<file path="config.mk">
export PLATFORM = sky130hd
export DESIGN_NAME = demux14_reg_flat
export DESIGN_NICKNAME = d
export VERILOG_FILES = /design/src/rtl/demux14_reg_if.sv /design/src/rtl/demux14_reg.sv /design/src/flat_wrapper.sv
export SDC_FILE = /design/constraint.sdc
export NUM_CORES = 1
export LEC_CHECK = 0
export CELL_PAD_IN_SITES_DETAIL_PLACEMENT = 2
export CELL_PAD_IN_SITES_GLOBAL_PLACEMENT = 2
export CORE_ASPECT_RATIO = 0.7
export CORE_MARGIN = 3
export CORE_UTILIZATION = 30
export DETAILED_ROUTE_END_ITERATION = 10
export PLACE_DENSITY_LB_ADDON = 0.1
export SKIP_LAST_GASP = 1
export SLEW_MARGIN = 40
export SYNTH_ARGS = -nofsm -noshare
export SYNTH_HDL_FRONTEND = slang
export SYNTH_SLANG_ARGS = --single-unit
</file>
<file path="constraint.sdc">
create_clock -name clk -period 2.67 [get_ports clk]
set_clock_uncertainty 0.15 [all_clocks]
set_input_delay 0.6675 -clock clk [delete_from_list [all_inputs] [get_ports clk]]
set_output_delay 0.6675 -clock clk [all_outputs]
set_load 0.01 [all_outputs]
</file>
<file path="src/rtl/demux14_reg_if.sv">
// Bus bundle for the registered 1-to-4 demultiplexer: input handshake,
// the four output channels with their per-channel ready lines, and the transfer count.
interface demux14_reg_if #(
  parameter int WIDTH = 5
);
  logic [WIDTH-1:0] D;
  logic [1:0]       S;
  logic             VALID;
  logic             READY;
  logic [WIDTH-1:0] Y0, Y1, Y2, Y3;
  logic             V0, V1, V2, V3;
  logic             R0, R1, R2, R3;
  logic [7:0]       COUNT;

  modport master (
    output D, S, VALID, R0, R1, R2, R3,
    input  READY, Y0, Y1, Y2, Y3, V0, V1, V2, V3, COUNT
  );

  modport slave (
    input  D, S, VALID, R0, R1, R2, R3,
    output READY, Y0, Y1, Y2, Y3, V0, V1, V2, V3, COUNT
  );
endinterface

</file>
<file path="src/rtl/demux14_reg.sv">
// Registered 1-to-4 demultiplexer. Each channel has a one-entry holding register, so a
// stalled destination blocks only its own channel. A 256-wrapping counter tracks accepts.
module demux14_reg #(
  parameter int WIDTH = 5
) (
  input logic          clk,
  input logic          rst_n,
  demux14_reg_if.slave bus
);

  typedef enum logic {
    EMPTY = 1'b0,
    FULL  = 1'b1
  } chanState_t;

  chanState_t       chanState_r [4];
  logic [WIDTH-1:0] chanData_r  [4];
  logic [7:0]       count_r;

  logic [3:0] drainReady_s;
  logic       ready_s;
  logic       accept_s;

  // Input-side handshake: ready whenever the selected slot is empty or draining this cycle
  always_comb begin
    drainReady_s = {bus.R3, bus.R2, bus.R1, bus.R0};
    ready_s      = 1'b0;
    if (chanState_r[bus.S] == EMPTY) begin
      ready_s = 1'b1;
    end else begin
      ready_s = drainReady_s[bus.S];
    end
    accept_s = bus.VALID & ready_s;
  end

  // Per-channel EMPTY/FULL state, holding data and the accept counter
  always_ff @(posedge clk) begin
    if (!rst_n) begin
      for (int i = 0; i < 4; i++) begin
        chanState_r[i] <= EMPTY;
        chanData_r[i]  <= '0;
      end
      count_r <= 8'd0;
    end else begin
      if (accept_s) begin
        count_r <= count_r + 8'd1;
      end else begin
        count_r <= count_r;
      end
      for (int i = 0; i < 4; i++) begin
        // A load always wins over a drain; that is what gives one word per cycle per channel
        if (accept_s && (bus.S == 2'(i))) begin
          chanState_r[i] <= FULL;
          chanData_r[i]  <= bus.D;
        end else begin
          case (chanState_r[i])
            FULL: begin
              if (drainReady_s[i]) begin
                chanState_r[i] <= EMPTY;
              end else begin
                chanState_r[i] <= FULL;
              end
            end
            EMPTY:   chanState_r[i] <= EMPTY;
            default: chanState_r[i] <= EMPTY;
          endcase
        end
      end
    end
  end

  assign bus.READY = ready_s;
  assign bus.COUNT = count_r;
  assign bus.Y0    = chanData_r[0];
  assign bus.Y1    = chanData_r[1];
  assign bus.Y2    = chanData_r[2];
  assign bus.Y3    = chanData_r[3];
  assign bus.V0    = (chanState_r[0] == FULL);
  assign bus.V1    = (chanState_r[1] == FULL);
  assign bus.V2    = (chanState_r[2] == FULL);
  assign bus.V3    = (chanState_r[3] == FULL);

endmodule

</file>
<file path="src/flat_wrapper.sv">
// flat-port wrapper written by rule: the top's interface ports become plain ports
module demux14_reg_flat 
#(
  parameter int WIDTH = 5
)
  (clk, rst_n, bus_D, bus_S, bus_VALID, bus_R0, bus_R1, bus_R2, bus_R3, bus_READY, bus_Y0, bus_Y1, bus_Y2, bus_Y3, bus_V0, bus_V1, bus_V2, bus_V3, bus_COUNT);
  demux14_reg_if #(.WIDTH(WIDTH)) bus_i ();
  input logic clk;
  input logic rst_n;
  input wire logic [$bits(bus_i.D)-1:0] bus_D;
  input wire logic [$bits(bus_i.S)-1:0] bus_S;
  input wire logic [$bits(bus_i.VALID)-1:0] bus_VALID;
  input wire logic [$bits(bus_i.R0)-1:0] bus_R0;
  input wire logic [$bits(bus_i.R1)-1:0] bus_R1;
  input wire logic [$bits(bus_i.R2)-1:0] bus_R2;
  input wire logic [$bits(bus_i.R3)-1:0] bus_R3;
  output wire logic [$bits(bus_i.READY)-1:0] bus_READY;
  output wire logic [$bits(bus_i.Y0)-1:0] bus_Y0;
  output wire logic [$bits(bus_i.Y1)-1:0] bus_Y1;
  output wire logic [$bits(bus_i.Y2)-1:0] bus_Y2;
  output wire logic [$bits(bus_i.Y3)-1:0] bus_Y3;
  output wire logic [$bits(bus_i.V0)-1:0] bus_V0;
  output wire logic [$bits(bus_i.V1)-1:0] bus_V1;
  output wire logic [$bits(bus_i.V2)-1:0] bus_V2;
  output wire logic [$bits(bus_i.V3)-1:0] bus_V3;
  output wire logic [$bits(bus_i.COUNT)-1:0] bus_COUNT;
  assign bus_i.D = bus_D;
  assign bus_i.S = bus_S;
  assign bus_i.VALID = bus_VALID;
  assign bus_i.R0 = bus_R0;
  assign bus_i.R1 = bus_R1;
  assign bus_i.R2 = bus_R2;
  assign bus_i.R3 = bus_R3;
  assign bus_READY = bus_i.READY;
  assign bus_Y0 = bus_i.Y0;
  assign bus_Y1 = bus_i.Y1;
  assign bus_Y2 = bus_i.Y2;
  assign bus_Y3 = bus_i.Y3;
  assign bus_V0 = bus_i.V0;
  assign bus_V1 = bus_i.V1;
  assign bus_V2 = bus_i.V2;
  assign bus_V3 = bus_i.V3;
  assign bus_COUNT = bus_i.COUNT;
  demux14_reg #(.WIDTH(WIDTH)) u_core (.clk(clk), .rst_n(rst_n), .bus(bus_i));
endmodule
</file>
==> out/qor.csv <==
metric;value;unit
outcome;finished, final reports clean;
Startpoint Class;primary input;
MaxCap Viol Count;0;
n_diodes;0;
Max stage delay on crit path;500;ps
CP delay by family, top;buffers and inverters;
Vias;1130;
DP HPWL;3.34;mm
# setup viols final;0;
GRT Util Overall;17.0;%
CTS Root Cell;clkbuf_8;
VDD IR max;193;uV
Seq cells post-synth;32;
Met1 Routed Length;2.06;mm
Final ANT Viol Nets;0;
R2R Path End;u_core.bus.COUNT[6];
worst r2r path cells;5;
Final Hold Fails;0;
Synth area leaders;edfxtp_1, dfxtp_1, and2_1, nand2_1, nor2b_4;
CP endpoint kind;output pin;
Max stage delay cell, worst path;clkdlybuf4s50_1;
Hold WC Path Type;flop to flop;
sequential share of the synthesized area;60.6;%
Via density;4.75;
starting density of the core;31.7;%
RSZ-0062 raised after global routing;no;
Starting DRT DRC Count;45;
vias in the first global route;1276;
Max transition margin;59.9;%
setup TNS;0;ps
Die Area;5550;sq um
clk sinks;32;
r2r startpoint;u_core.chanState_r[3];
DR DRC count;0;
P per Cell Area;501;nW/um^2
clk_lat worst skew;280;ps
Fmax achieved;0.382;GHz
Min Hold Slack;355;ps
period utilisation layout;98.0;%
initial antenna violation count;0;
Die X-Extent;87.8;um
met2 WL;2.04;mm
Synth area leader;edfxtp_1;
crit-path cells;clkdlybuf4s50_1, mux4_2, inv_2, clkdlybuf4s15_2;
Net Count, Synth;133;
Lkg Pwr;0.826;nW
CP bufs+invs;3;
Remaining Overflow, GRT;0;
Post-Route WL;4.31;mm
cells after synthesis;118;
crit path max fanout;2;
core footprint;4430;sq um
Avg Cell Area, Syn;11.9;sq um
Yosys top cell area share;44.9;%
gpl congestion;0.720;
port bufs;46;
WP data required;1850;ps
H-Tree Level Count;2;
Worst EP arrival;1800;ps
Crit Path Class;primary input to output pin;
met3 wire len;156;um
drt pass-1 iters;4;
TritonCTS Buffers;5;
Layout Utilization;47.4;%
fin. max-slew vios;0;
I/O Pins;47;
stages on the worst setup path;4;
Final Total Pwr;1.05;mW
fin crit period;2620;ps
flop-to-flop setup slack;660;ps
first-pass GRT wire length;6.96;mm
clk slew on worst S/H paths;60;ps
Worst-Margin Slew;597;ps
post-synthesis cell area;1410;sq um
# rows;20;
post-synth cell types;28;
Area Overhead vs Synth;49.4;%
share of cells above drive strength 1;14.2;%
Worst Setup EP;bus_READY;
hold buffers post-CTS;0;
Nets;197;
clock buffer depth;2;
critical path startpoint;bus_S[0];
Die H;63.3;um
largest net degree at the start of global routing;12;
Top Layer Used;met4;
CTS tree;built;
YS warnings;0;
post-DR wirelength/cell;18.1;um
## where the power goes
part	total (mW)	switching, mW	internal [mW]	leakage (nW)
clock	0.353	0.171	0.181	0.0399
combinational	0.141	0.0646	0.0768	0.473
sequential	0.559	0.0102	0.548	0.313
## per-stage QoR
| stage | std cells | setup WS (ps) | instance area, sq um |
|---|---|---|---|
| after floorplan | 118 | 461 | 1410 |
| after global routing | 238 | 13.8 | 2100 |
| after global placement | 229 | -504 | 2020 |
| after detailed placement | 229 | -542 | 2020 |
| after CTS | 238 | 44.0 | 2100 |
| final | 238 | 53.6 | 2100 |
## worst min path at each step
stage                             start                   to  slack [ps]  cells after the start
floorplan           u_core.bus.COUNT[7]  u_core.bus.COUNT[7]         340                      2
global placement    u_core.bus.COUNT[7]  u_core.bus.COUNT[7]         300                      2
detailed placement  u_core.bus.COUNT[0]  u_core.bus.COUNT[0]         350                      2
CTS                 u_core.bus.COUNT[0]  u_core.bus.COUNT[0]         360                      2
global route        u_core.bus.COUNT[4]  u_core.bus.COUNT[4]         370                      2
finish              u_core.bus.COUNT[0]  u_core.bus.COUNT[0]         360                      2
## synthesized netlist by cell type
master,n
a21boi_1,5
a21o_1,4
and2_1,21
and3_1,2
buf_6,1
clkbuf_1,3
conb_1,1
dfxtp_1,11
edfxtp_1,21
ha_1,1
inv_2,1
mux2i_1,2
mux4_2,1
nand2_1,12
nand2b_1,2
nand3_1,1
nand4_1,2
nand4b_1,1
nor2_1,1
nor2b_1,1
nor2b_4,3
nor3_1,3
nor4_1,1
o21ai_0,6
o21ai_1,2
o31ai_1,2
or2b_1,2
or3_1,5
## state kept, by name, summed over array words and instances (netlist names)
name	cells
u_core.chanData_r	20
u_core.bus.COUNT	8
u_core.chanState_r	4
## worst min-delay path, delay by kind of cell (launching register included)
kind	cells	cell delay (ps)
AOI/OAI and AO/OA	1	50
DFF	1	340
and+or+nand+nor	1	70
## metal layers
metal | up-vias | GRT usage (%)
met3 | 5 | 4.58
met2 | 28 | 27.0
met5 | - | 0
li1 | 544 | -
met4 | 0 | 5.17
met1 | 553 | 22.7
## cell families (layout without fill, tap and decap cells)
kind of cell / Yosys count / after routing / share of synthesized area, %
AND/OR/NAND/NOR: 57 / 57 / 24.7
flip-flops: 32 / 32 / 60.6
AO/OA/AOI/OAI: 19 / 19 / 8.73
buffers and inverters: 5 / 70 / 1.87
multiplexers: 3 / 3 / 3.03
adder cells (fa/ha/maj): 1 / 1 / 0.890
other: 1 / 1 / 0.267
## cells in the final DEF, fill, tap and decap left out, types with 2 or more instances in the layout
cell type / n
a21boi_1: 5
a21o_1: 4
and2_1: 21
and3_1: 2
buf_4: 15
clkbuf_1: 2
clkbuf_8: 5
clkdlybuf4s50_1: 40
dfxtp_1: 11
dlygate4sd2_1: 5
edfxtp_1: 21
mux2i_1: 2
nand2_1: 12
nand2b_1: 2
nand4_1: 2
nor2b_4: 3
nor3_1: 3
o21ai_0: 6
o21ai_1: 2
o31ai_1: 2
or2b_1: 2
or3_1: 5
## cell type report
type,instances,area (sq um)
Inverter,1,3.75
Timing Repair Buffer,61,568
Fill cell,457,2330
Multi-Input combinational cell,81,528
Tap cell,55,68.8
Sequential cell,32,851
Clock buffer,7,76.3
Clock inverter,1,3.75
## timing repair
item / CTS / global route
endpoints found under the hold margin: 0 / 0
setup buffers: 1 / 0
endpoints found under the setup margin: 1 / 0
gates resized for setup: 8 / 0
Note: power is estimated with default switching activity, not from simulation.
